==> config.mk <==
export PLATFORM = sky130hd
export DESIGN_NAME = fu_issue_queue
export DESIGN_NICKNAME = d
export VERILOG_FILES = /design/src/rtl/fu_issue_queue.sv
export SDC_FILE = /design/constraint.sdc
export NUM_CORES = 1
export LEC_CHECK = 0
export ABC_CLOCK_PERIOD_IN_PS = 5300
export BUFFER_PORTS_ARGS = -buffer_cell sky130_fd_sc_hd__buf_2
export CAP_MARGIN = 10
export CORE_MARGIN = 2
export CORE_UTILIZATION = 35
export CTS_BUF_LIST = sky130_fd_sc_hd__clkbuf_4 sky130_fd_sc_hd__clkbuf_8 sky130_fd_sc_hd__clkbuf_16
export DETAILED_ROUTE_END_ITERATION = 12
export SYNTH_ARGS = -nofsm -noshare
export SYNTH_HDL_FRONTEND = slang
export SYNTH_SLANG_ARGS = --single-unit
==> constraint.sdc <==
create_clock -name clk -period 5.3 [get_ports clk]
set_input_delay 0.265 -clock clk [delete_from_list [all_inputs] [get_ports clk]]
set_output_delay 0.265 -clock clk [all_outputs]
set_load 0.02 [all_outputs]
==> src/rtl/fu_issue_queue.sv <==
// In-order issue queue between dispatch and the functional units; only the head entry is ever offered.
// Optional macro FU_ISSUE_QUEUE_BYPASS_EN: an empty queue forwards dispatch_i straight to fuinput_o.
package fu_issue_queue_pkg;

  typedef enum logic [1:0] {
    FU_ALU = 2'd0,
    FU_MUL = 2'd1,
    FU_LSU = 2'd2,
    FU_BRU = 2'd3
  } fu_t;

  localparam int unsigned NUM_FU = 4;

  typedef logic [NUM_FU-1:0] fu_bitvector_t;

  typedef struct packed {
    fu_t         fu;
    logic [7:0]  id;
    logic [15:0] op;
  } fu_input_t;

endpackage

module fu_issue_queue
  import fu_issue_queue_pkg::*;
#(
  parameter int unsigned DEPTH = 4
) (
  input  logic                   clk,
  input  logic                   rstn,
  input  fu_input_t              dispatch_i,
  input  logic                   dispatch_i_valid,
  output logic                   dispatch_i_ready,
  input  logic                   flush_i,
  output fu_input_t              fuinput_o,
  output logic                   fuinput_o_valid,
  input  fu_bitvector_t          fuinput_o_ready,
  output logic [$clog2(DEPTH):0] count_o
);

  localparam int unsigned PTR_W = $clog2(DEPTH);
  localparam int unsigned CNT_W = PTR_W + 1;
  localparam logic [PTR_W-1:0] LAST_PTR = PTR_W'(DEPTH - 1);
  localparam logic [CNT_W-1:0] FULL_CNT = CNT_W'(DEPTH);

  fu_input_t        mem_q [DEPTH];
  logic [PTR_W-1:0] rd_ptr_q, rd_ptr_d;
  logic [PTR_W-1:0] wr_ptr_q, wr_ptr_d;
  logic [CNT_W-1:0] count_q, count_d;

  logic      empty;
  logic      enq;
  logic      issue;
  logic      wr_en;
  logic      deq;
  fu_input_t head;

  assign empty            = (count_q == '0);
  assign dispatch_i_ready = (count_q < FULL_CNT) && !flush_i;
  assign enq              = dispatch_i_valid && dispatch_i_ready;

`ifdef FU_ISSUE_QUEUE_BYPASS_EN
  logic bypass;

  assign bypass = empty && !flush_i && dispatch_i_valid;

  // NOTE: every signal written in always_comb gets a default first, so no path leaves it unassigned and no latch is inferred.
  always_comb begin
    head            = mem_q[rd_ptr_q];
    fuinput_o_valid = !empty && !flush_i;
    if (bypass) begin
      head            = dispatch_i;
      fuinput_o_valid = 1'b1;
    end
  end

  // A bypassed instruction the FU takes never touches storage; one it refuses is queued as usual.
  assign wr_en = enq && !(bypass && issue);
  assign deq   = issue && !bypass;
`else
  assign head            = mem_q[rd_ptr_q];
  assign fuinput_o_valid = !empty && !flush_i;
  assign wr_en           = enq;
  assign deq             = issue;
`endif

  // Idle outputs are forced to zero so stale storage never leaks to the FUs.
  assign fuinput_o = fuinput_o_valid ? head : '0;
  assign issue     = fuinput_o_valid && fuinput_o_ready[fuinput_o.fu];
  assign count_o   = count_q;

  always_comb begin
    rd_ptr_d = rd_ptr_q;
    wr_ptr_d = wr_ptr_q;
    count_d  = count_q;
    if (flush_i) begin
      rd_ptr_d = '0;
      wr_ptr_d = '0;
      count_d  = '0;
    end else begin
      if (wr_en) begin
        wr_ptr_d = (wr_ptr_q == LAST_PTR) ? '0 : wr_ptr_q + 1'b1;
      end
      if (deq) begin
        rd_ptr_d = (rd_ptr_q == LAST_PTR) ? '0 : rd_ptr_q + 1'b1;
      end
      case ({wr_en, deq})
        2'b10:   count_d = count_q + 1'b1;
        2'b01:   count_d = count_q - 1'b1;
        default: count_d = count_q;
      endcase
    end
  end

  // NOTE: sequential state uses non-blocking assignments so every register samples pre-edge values.
  always_ff @(posedge clk or negedge rstn) begin
    if (!rstn) begin
      rd_ptr_q <= '0;
      wr_ptr_q <= '0;
      count_q  <= '0;
    end else begin
      rd_ptr_q <= rd_ptr_d;
      wr_ptr_q <= wr_ptr_d;
      count_q  <= count_d;
    end
  end

  // NOTE: storage is deliberately left without reset; count_q gates every read, so its contents never matter while empty.
  always_ff @(posedge clk) begin
    if (wr_en) begin
      mem_q[wr_ptr_q] <= dispatch_i;
    end
  end

endmodule

# Yosys cells after proc, flatten, opt, wreduce, memory -nomap -nowiden
# Memories as Yosys holds them, arrays and structs flattened.
# Index checks and enable logic that the tools add are counted.
# classes
addsub	4
n_mul	0
div_mod_pow	0
magnitude_cmp	2
eq_ne	4
shifts	0
n_mux	13
n_bitwise	0
reduce_logical	10
# ops
cell	n
$mux W26	1
$mux W2	6
$eq A2 B2 Y1 const B	3
$pmux W3 S2	1
$add A2 B1 Y2 const B	2
$logic_and A1 B1 Y1	4
$reduce_bool A2 Y1	2
$add A3 B1 Y3 const B	1
$logic_not A3 Y1	1
$lt A2 B3 Y1 const B	1
$lt A3 B3 Y1 const B	1
$mux W1	3
$mux W3	1
$reduce_bool A3 Y1	1
$sub A3 B1 Y3 const B	1
$bmux W1 S2	1
$eq A2 B1 Y1 const B	1
$logic_not A1 Y1	2
# word_totals
reg_bits	7
latch_bits	0
ram_bits	104
rom_bits	0
inputBits	34
out_inout_bits	31
elab_cells	37
mem_count	1
# mem_list
memory	words	word_bits	read_ports	rd_ports_with_merged_regs	wr	line_no	text
mem_q	4	26	1	0	1	46	fu_input_t mem_q [DEPTH];

# Logic depth before layout (Yosys ltp)
# Gate-level depths: netlist (run 1).
# logic_depth
depth_word	10
depth_mapped	9
mapped_depth_nobuf	8

# Worst setup path before layout (run 1)
# Ideal clock, no wire load.
# synth_path
kind	register to register
start	register rd_ptr_q[0]
end	register count_q[2] (netlist: count_o[2])
setup_time_ns	0.094
t_arrival_ns	2.495
t_required_ns	5.206
slack_ns	2.711
path_stages_with_launch	10
path_buffers	1
period_less_slack_ns	2.589
cell_sequence	dfrtp_1 -> buf_6 -> mux4_2 -> mux2_4 -> a2bb2oi_4 -> nor2_1 -> fa_1 -> nor3_1 -> a211oi_1 -> a211oi_1
# synth_via
elab_chain_len	8
elab_cells_between_ends	10
cone_classes	2 x eq/ne; 5 x mux; 2 x reduce/logical; 1 x memory
# synth_lines
element	line_no	text
start, declared	47	logic [PTR_W-1:0] rd_ptr_q, rd_ptr_d;
start signal, assigned	122	rd_ptr_q <= rd_ptr_d;
$mem_v2 Z4 W26 (*)	n/a	
$mux W26 (*)	88	assign fuinput_o = fuinput_o_valid ? head : '0;
$bmux W1 S2 (*)	89	assign issue = fuinput_o_valid && fuinput_o_ready[fuinput_o.fu];
$mux W1 (implied by the code) (*)	89	
$logic_and A1 B1 Y1 (*)	89	
$eq A2 B1 Y1 or $eq A2 B2 Y1 (tied branches)	107	case ({wr_en, deq})
$pmux W3 S2	107	
$mux W3	96	if (flush_i) begin
end signal, assigned	124	count_q <= count_d;
end, declared	49	logic [CNT_W-1:0] count_q, count_d;
# Every way passes the cells marked *; elsewhere a longest branch is shown, timed or not. The select of a mux whose other input is x is not followed.
# A chain may end at the register's enable or synchronous reset.

# Worst setup path after layout (run 1)
# Ends and elaborated chain as after synthesis.

==> flow_summary.yaml, run 1 <==
placement:
  gp_congestion: 0.717
  placed_cell_area_um2: 4970
  dp_cells: 445
  io_buffers: 64
  detailed_place_hpwl_um: 4830
global_routing:
  grt_max_degree: 30
  top_usage_layer: "met2"
  gr-total-overflow: 0
  met3_usage_pct: 3.91
  met1_usage_pct: 15.8
  grt_pass1_wl_um: 11900
  track_usage_pct: 12.2
  use_met2_pct: 19.4
  grt_pass1_vias: 2195
  antenna_found_initial: 0
clock_network:
  numClockSinks: 111
  cts_made_buffers: 9
  post-cts-setup-buffers: 0
  root_buffer: "clkbuf_16"
  cts.path.max_buffers: 2
  cts_max_level: 3
  cts.repair.resized: 0
  cts_tree: "built"
  path_clk_slew_ns: 0.07
  clk_latency_ns: 0.35
floorplanning:
  die_y_um: 117
  initial_core_util_pct: 35.7
  die_w_um: 117
  dieArea_um2: 13700
  ios: 65
  core_um2: 12500
  std_cell_rows: 41
power_and_ir_drop:
  ir_worst_vdd_uv: 194
  p_leak_nw: 1.83
  p_per_area_nw_per_um2: 422
run:
  drv_cap: 0
detailed_routing:
  drt-vias-per-instance: 4.66
  ant_nets: 0
  routedWlPerCell_um: 17.0
  drt_wl_total_um: 7870
  drc: 0
  vias: 2155
  drt-initial-drc-count: 130
  first_pass_iters: 4
synthesis:
  synthCells: 218
  ys_types: 28
  ys_seq_elements: 111
  seq_area_frac_synth_pct: 73.9
  syn_area_um2: 4460
  yosys_warnings: 0
  synth.avg_cell_area_um2: 20.5
  synth_nets: 258
timing:
  timing.slew.headroom_pct: 32.8
  fin_crit_sh_pct: 62.5
  period_needed_ns: 3.31
  setup_viol: 0
  fin_setup_tns_ns: 0
  final_max_slew_viol_count: 0
  tightest_slew_ns: 1.01
  grt_setup_unrepaired: "false"
  fmax_mhz: 302
  finClkSkew_ns: 0.00603
  hold_viol: 0
layout:
  layoutNonFillerInstCount: 462
  final_util_pct: 42.0
  layout_common_cells: "104 x edfxtp_1, 64 x buf_2, 26 x mux4_2, 25 x and2_1, 9 x clkbuf_16"
  layout.nets: 325
  final_cell_area_um2: 5260
  fillers: 1176
  drive_gt1_share_pct: 40.1
  final_common_cell: "edfxtp_1"
  syn2layout_area_growth_pct: 17.9
worst_setup_path:
  slowest_delay_ns: 0.99
  cp_slowest_cell: "dfrtp_2"
  timing.critical_path.mode_cell: "a211oi_1"
  crit_path_end_kind: "flip-flop"
  path_class: "reg2reg"
  path_max_fanout: 29
  worstPathCellList: "mux4_2 -> mux2_4 -> a2bb2oi_4 -> nor2_1 -> fa_1 -> nor3_1 -> a211oi_1 -> a211oi_1"
  arrival_ns: 3.57
  required_ns: 5.55
  startpoint_type: "flip-flop"
min_path:
  min_path_type: "in2reg"
run_status:
  status: "finished clean"
## repair_timing
action,in CTS,in global routing
setup endpoints to repair,0,0
endpoints found under the hold margin,7,0
hold buffers,1,0
## where the power goes
| part | internal [mW] | switching [mW] |
|---|---|---|
| Sequential | 1.03 | 0.0618 |
| Clock | 0.325 | 0.308 |
| Combinational | 0.220 | 0.276 |
| Total | 1.57 | 0.645 |
## area by class of cell
type                    instances  area [µm²]  share of cell area, %
repair buffers                 66         338                   6.42
clock inverters                 6        53.8                   1.02
inverters                       2        7.51                  0.143
multi-input cells              95        1120                   21.3
flip-flops and latches        111        3300                   62.7
clock buffers                   9         225                   4.28
diodes                          1        2.50                 0.0476
well taps                     172         215                   4.09
## flip-flops by register name, summed over array words and instances, names as in the netlist
name	cells
count_o	3
mem_q	104
rd_ptr_q	2
wr_ptr_q	2
## synth_stat cells, drive strengths merged
master,number,area [µm²]
inv,2,7.51
a2bb2oi,1,26.3
nor3b,2,20.0
dfrtp,7,175
nand2,2,7.51
nand2b,1,6.26
a211oi,2,15.0
mux4,26,586
nor3,2,10.0
mux2i,4,43.8
xnor2,3,26.3
o31ai,2,15.0
a21oi,2,10.0
and2,29,181
fa,1,20.0
edfxtp,104,3120
or3,3,18.8
clkbuf,7,26.3
mux2,1,15.0
ha,5,62.6
a221o,1,10.0
nor4b,1,8.76
nor2b,2,12.5
nor2,5,18.8
buf,3,18.8
## cells by family after synthesis
| family | after synthesis | share of synthesized area [%] |
|---|---|---|
| flip-flops | 111 | 73.9 |
| buffers and inverters | 12 | 1.18 |
| multiplexers | 31 | 14.4 |
| XOR/XNOR | 3 | 0.589 |
| AO/OA/AOI/OAI | 8 | 1.71 |
| AND/OR/NAND/NOR | 47 | 6.36 |
| adder cells (fa/ha/maj) | 6 | 1.85 |
## worst paths after layout
kind	from	endpoint	slack [ns]	depth (start not counted)
worst max-delay path	rd_ptr_q[0]$_DFFE_PN0P_	count_o[2]$_DFFE_PN0P_	1.99	8
worst min-delay path	dispatch_i[17]	mem_q[0][17]$_DFFE_PP_	0.13	1
worst max register to register	rd_ptr_q[0]$_DFFE_PN0P_	count_o[2]$_DFFE_PN0P_	1.99	8
worst min register to register	wr_ptr_q[0]$_DFFE_PN0P_	wr_ptr_q[0]$_DFFE_PN0P_	0.63	2
max in group asynchronous	rstn	rd_ptr_q[0]$_DFFE_PN0P_	4.84	2
min in group asynchronous	rstn	count_o[0]$_DFFE_PN0P_	0.28	2
## worst max-delay path, delay by kind of cell, from the launching register on
family / cells / cell delay (ns)
adders and majority gates: 1 / 0.42
DFF: 1 / 0.99
AOI/OAI and AO/OA: 3 / 0.52
muxes: 2 / 1.01
and+or+nand+nor: 2 / 0.25
## layer usage
layer	vias to the layer above	wire length [µm]
met4	0	124
met1	1088	3460
met3	12	490
met2	55	3790
li1	1000	-
met5	-	0
## stage by stage
| stage | total power [mW] | setup slack, ns | hold WS [ns] |
|---|---|---|---|
| floorplan | 1.46 | 2.71 | -0.0306 |
| global placement | 1.61 | 1.96 | 0.114 |
| detailed placement | 1.62 | 1.91 | 0.114 |
| CTS | 2.25 | 1.90 | 0.116 |
| global route | 2.33 | 1.69 | 0.120 |
| finish | 2.22 | 1.99 | 0.130 |
Power figures use the tool's default switching activity.
==> run 2, diff against run 1 <==
--- a/config.mk
+++ b/config.mk
@@ -5,7 +5,7 @@
 export SDC_FILE = /design/constraint.sdc
 export NUM_CORES = 1
 export LEC_CHECK = 0
-export ABC_CLOCK_PERIOD_IN_PS = 5300
+export ABC_CLOCK_PERIOD_IN_PS = 2650
 export BUFFER_PORTS_ARGS = -buffer_cell sky130_fd_sc_hd__buf_2
 export CAP_MARGIN = 10
 export CORE_MARGIN = 2
==> constraint.sdc (replaced) <==
create_clock -name clk -period 2.65 [get_ports clk]
set_input_delay 0.1325 -clock clk [delete_from_list [all_inputs] [get_ports clk]]
set_output_delay 0.1325 -clock clk [all_outputs]
set_load 0.02 [all_outputs]
==> run 2 against run 1 <==
Compared with the run above:
- sequential share of layout area decreased by 3.1 points
- critical path depth unchanged
- final area increased by 5.2%
- combinational power increased by 130%
- cell count increased by 5.6%
- clock power increased by 120%
- die area unchanged
- wire length increased by 5.3%
- critical endpoint unchanged
- largest power group unchanged
==> flow_summary.yaml, run 2 (synthesis results as in run 1) <==
run_status:
  status: "finished clean"
worst_setup_path:
  path_class: "reg2reg"
  rr_worst_depth: 8
  timing.rr.start: "rd_ptr_q[0]$_DFFE_PN0P_"
  startpoint_type: "flip-flop"
  path_max_fanout: 4
  reg2reg_setup_slack_ns: 0.20
  arrival_ns: 2.70
  crit_path_end_kind: "flip-flop"
  required_ns: 2.90
  timing.rr.end: "count_o[2]$_DFFE_PN0P_"
floorplanning:
  initial_core_util_pct: 35.7
  die_w_um: 117
  dieArea_um2: 13700
  core_um2: 12500
  ios: 65
  die_y_um: 117
  std_cell_rows: 41
detailed_routing:
  route.met2.wl_um: 4110
  drt-initial-drc-count: 116
  drt_wl_total_um: 8290
  dr_wl_met3_um: 468
  ant_nets: 0
  drt-vias-per-instance: 4.66
  highest_layer: "met4"
  drc: 0
  wl_met1_um: 3640
  routedWlPerCell_um: 17.0
  vias: 2272
  first_pass_iters: 4
timing:
  finClkSkew_ns: 0.00340
  tightest_slew_ns: 1.07
  fin_crit_sh_pct: 92.5
  setup_viol: 0
  fin_ws_ns: 0.199
  grt_setup_unrepaired: "false"
  hold_viol: 0
  final_max_slew_viol_count: 0
  fmax_mhz: 408
  period_needed_ns: 2.45
  fin_setup_tns_ns: 0
  timing.slew.headroom_pct: 28.5
layout:
  diodes: 0
  drive_gt1_share_pct: 39.6
  syn2layout_area_growth_pct: 24.0
  largest_reg_flops: 104
  final_common_cell: "edfxtp_1"
  layout.nets: 351
  layout_common_cells: "104 x edfxtp_1, 64 x buf_2, 26 x mux4_2, 25 x and2_1, 18 x dlygate4sd3_1"
  final_cell_area_um2: 5540
  regMostFlops: "mem_q"
power_and_ir_drop:
  ir_worst_vdd_uv: 513
  p_per_area_nw_per_um2: 830
  total_power_mw: 4.59
  p_leak_nw: 1.97
placement:
  gp_congestion: 0.718
  placed_cell_area_um2: 5050
  detailed_place_hpwl_um: 5040
  pre_cts_ws_ns: 0.197
  io_buffers: 64
min_path:
  hp-start: "dispatch_i[3]"
  min_path_type: "in2reg"
  worstHoldEndpoint: "mem_q[0][3]$_DFFE_PP_"
  hold_depth: 1
clock_network:
  cts_made_buffers: 9
  path_clk_slew_ns: 0.07
  clk_latency_ns: 0.34
  cts.path.max_buffers: 2
  root_buffer: "clkbuf_16"
  cts_tree: "built"
  cts.repair.resized: 0
  numClockSinks: 111
  cts_max_level: 3
global_routing:
  antenna_found_initial: 0
  grt_pass1_vias: 2486
  gr-total-overflow: 0
  grt_pass1_wl_um: 13200
  grt_max_degree: 27
  track_usage_pct: 13.3
run:
  drv_cap: 0
[run 2: cell types whose count changed in the layout (fill, tap and decap cells not counted), sizes merged]
cell	change
buf	+9
bufinv	+1
clkinv	+1
diode	-1
dlygate4sd3	+17
inv	-1
[run 2: where the power goes]
part           leakage [nW]  internal, mW  switching (mW)
clock                 0.147         0.746           0.612
sequential             1.04          2.06          0.0623
combinational         0.782         0.485           0.631
[run 2: worst max path at each step]
stage	startpoint	to	depth (start not counted)
6_report	rd_ptr_q[0]$_DFFE_PN0P_	count_o[2]$_DFFE_PN0P_	8
5_1_grt	rd_ptr_q[0]$_DFFE_PN0P_	count_o[2]$_DFFE_PN0P_	8
4_1_cts	rd_ptr_q[0]$_DFFE_PN0P_	count_o[2]$_DFFE_PN0P_	8
3_5_place_dp	rd_ptr_q[0]$_DFFE_PN0P_	count_o[2]$_DFFE_PN0P_	8
3_3_place_gp	rd_ptr_q[0]$_DFFE_PN0P_	count_o[2]$_DFFE_PN0P_	8
2_1_floorplan	rd_ptr_q[0]$_DFFE_PN0P_	count_o[2]$_DFFE_PN0P_	9
[run 2: worst max-delay path, cell delays in order, from the launching register on]
cell and delay, ns:
dfrtp_2 0.41, mux4_2 0.58, mux2_4 0.34, a2bb2oi_4 0.13
nor2_1 0.06, fa_1 0.41, nor3_1 0.15, a211oi_1 0.07
a211oi_1 0.22
[run 2: per-layer routing]
| metal | up-vias | GRT usage (%) |
|---|---|---|
| li1 | 1049 | - |
| met1 | 1160 | 16.8 |
| met2 | 56 | 22.6 |
| met3 | 7 | 4.38 |
| met4 | 0 | 3.06 |
| met5 | - | 0 |
[run 2: cell type report]
| type | instances | area, µm² |
|---|---|---|
| fillers | 1144 | 6980 |
| clock inverters | 7 | 81.3 |
| repair buffers | 92 | 588 |
| multi-input cells | 95 | 1120 |
| well taps | 172 | 215 |
| inverters | 2 | 7.51 |
| flip-flops and latches | 111 | 3300 |
| clock buffers | 9 | 225 |
[run 2: timing repair]
action	CTS	global route
setup buffers	0	0
endpoints found under the hold margin	69	0
hold buffers	18	0
[run 2: per-stage QoR]
| stage | util, % | hold slack [ns] | instances |
|---|---|---|---|
| 2_1_floorplan | - | -0.163 | 218 |
| 3_3_place_gp | 40.4 | -0.0146 | 454 |
| 3_5_place_dp | 40.4 | -0.0174 | 454 |
| 4_1_cts | 44.2 | 0.000665 | 488 |
| 5_1_grt | 44.2 | 0.00119 | 488 |
| 6_report | 44.2 | 0.0123 | 488 |
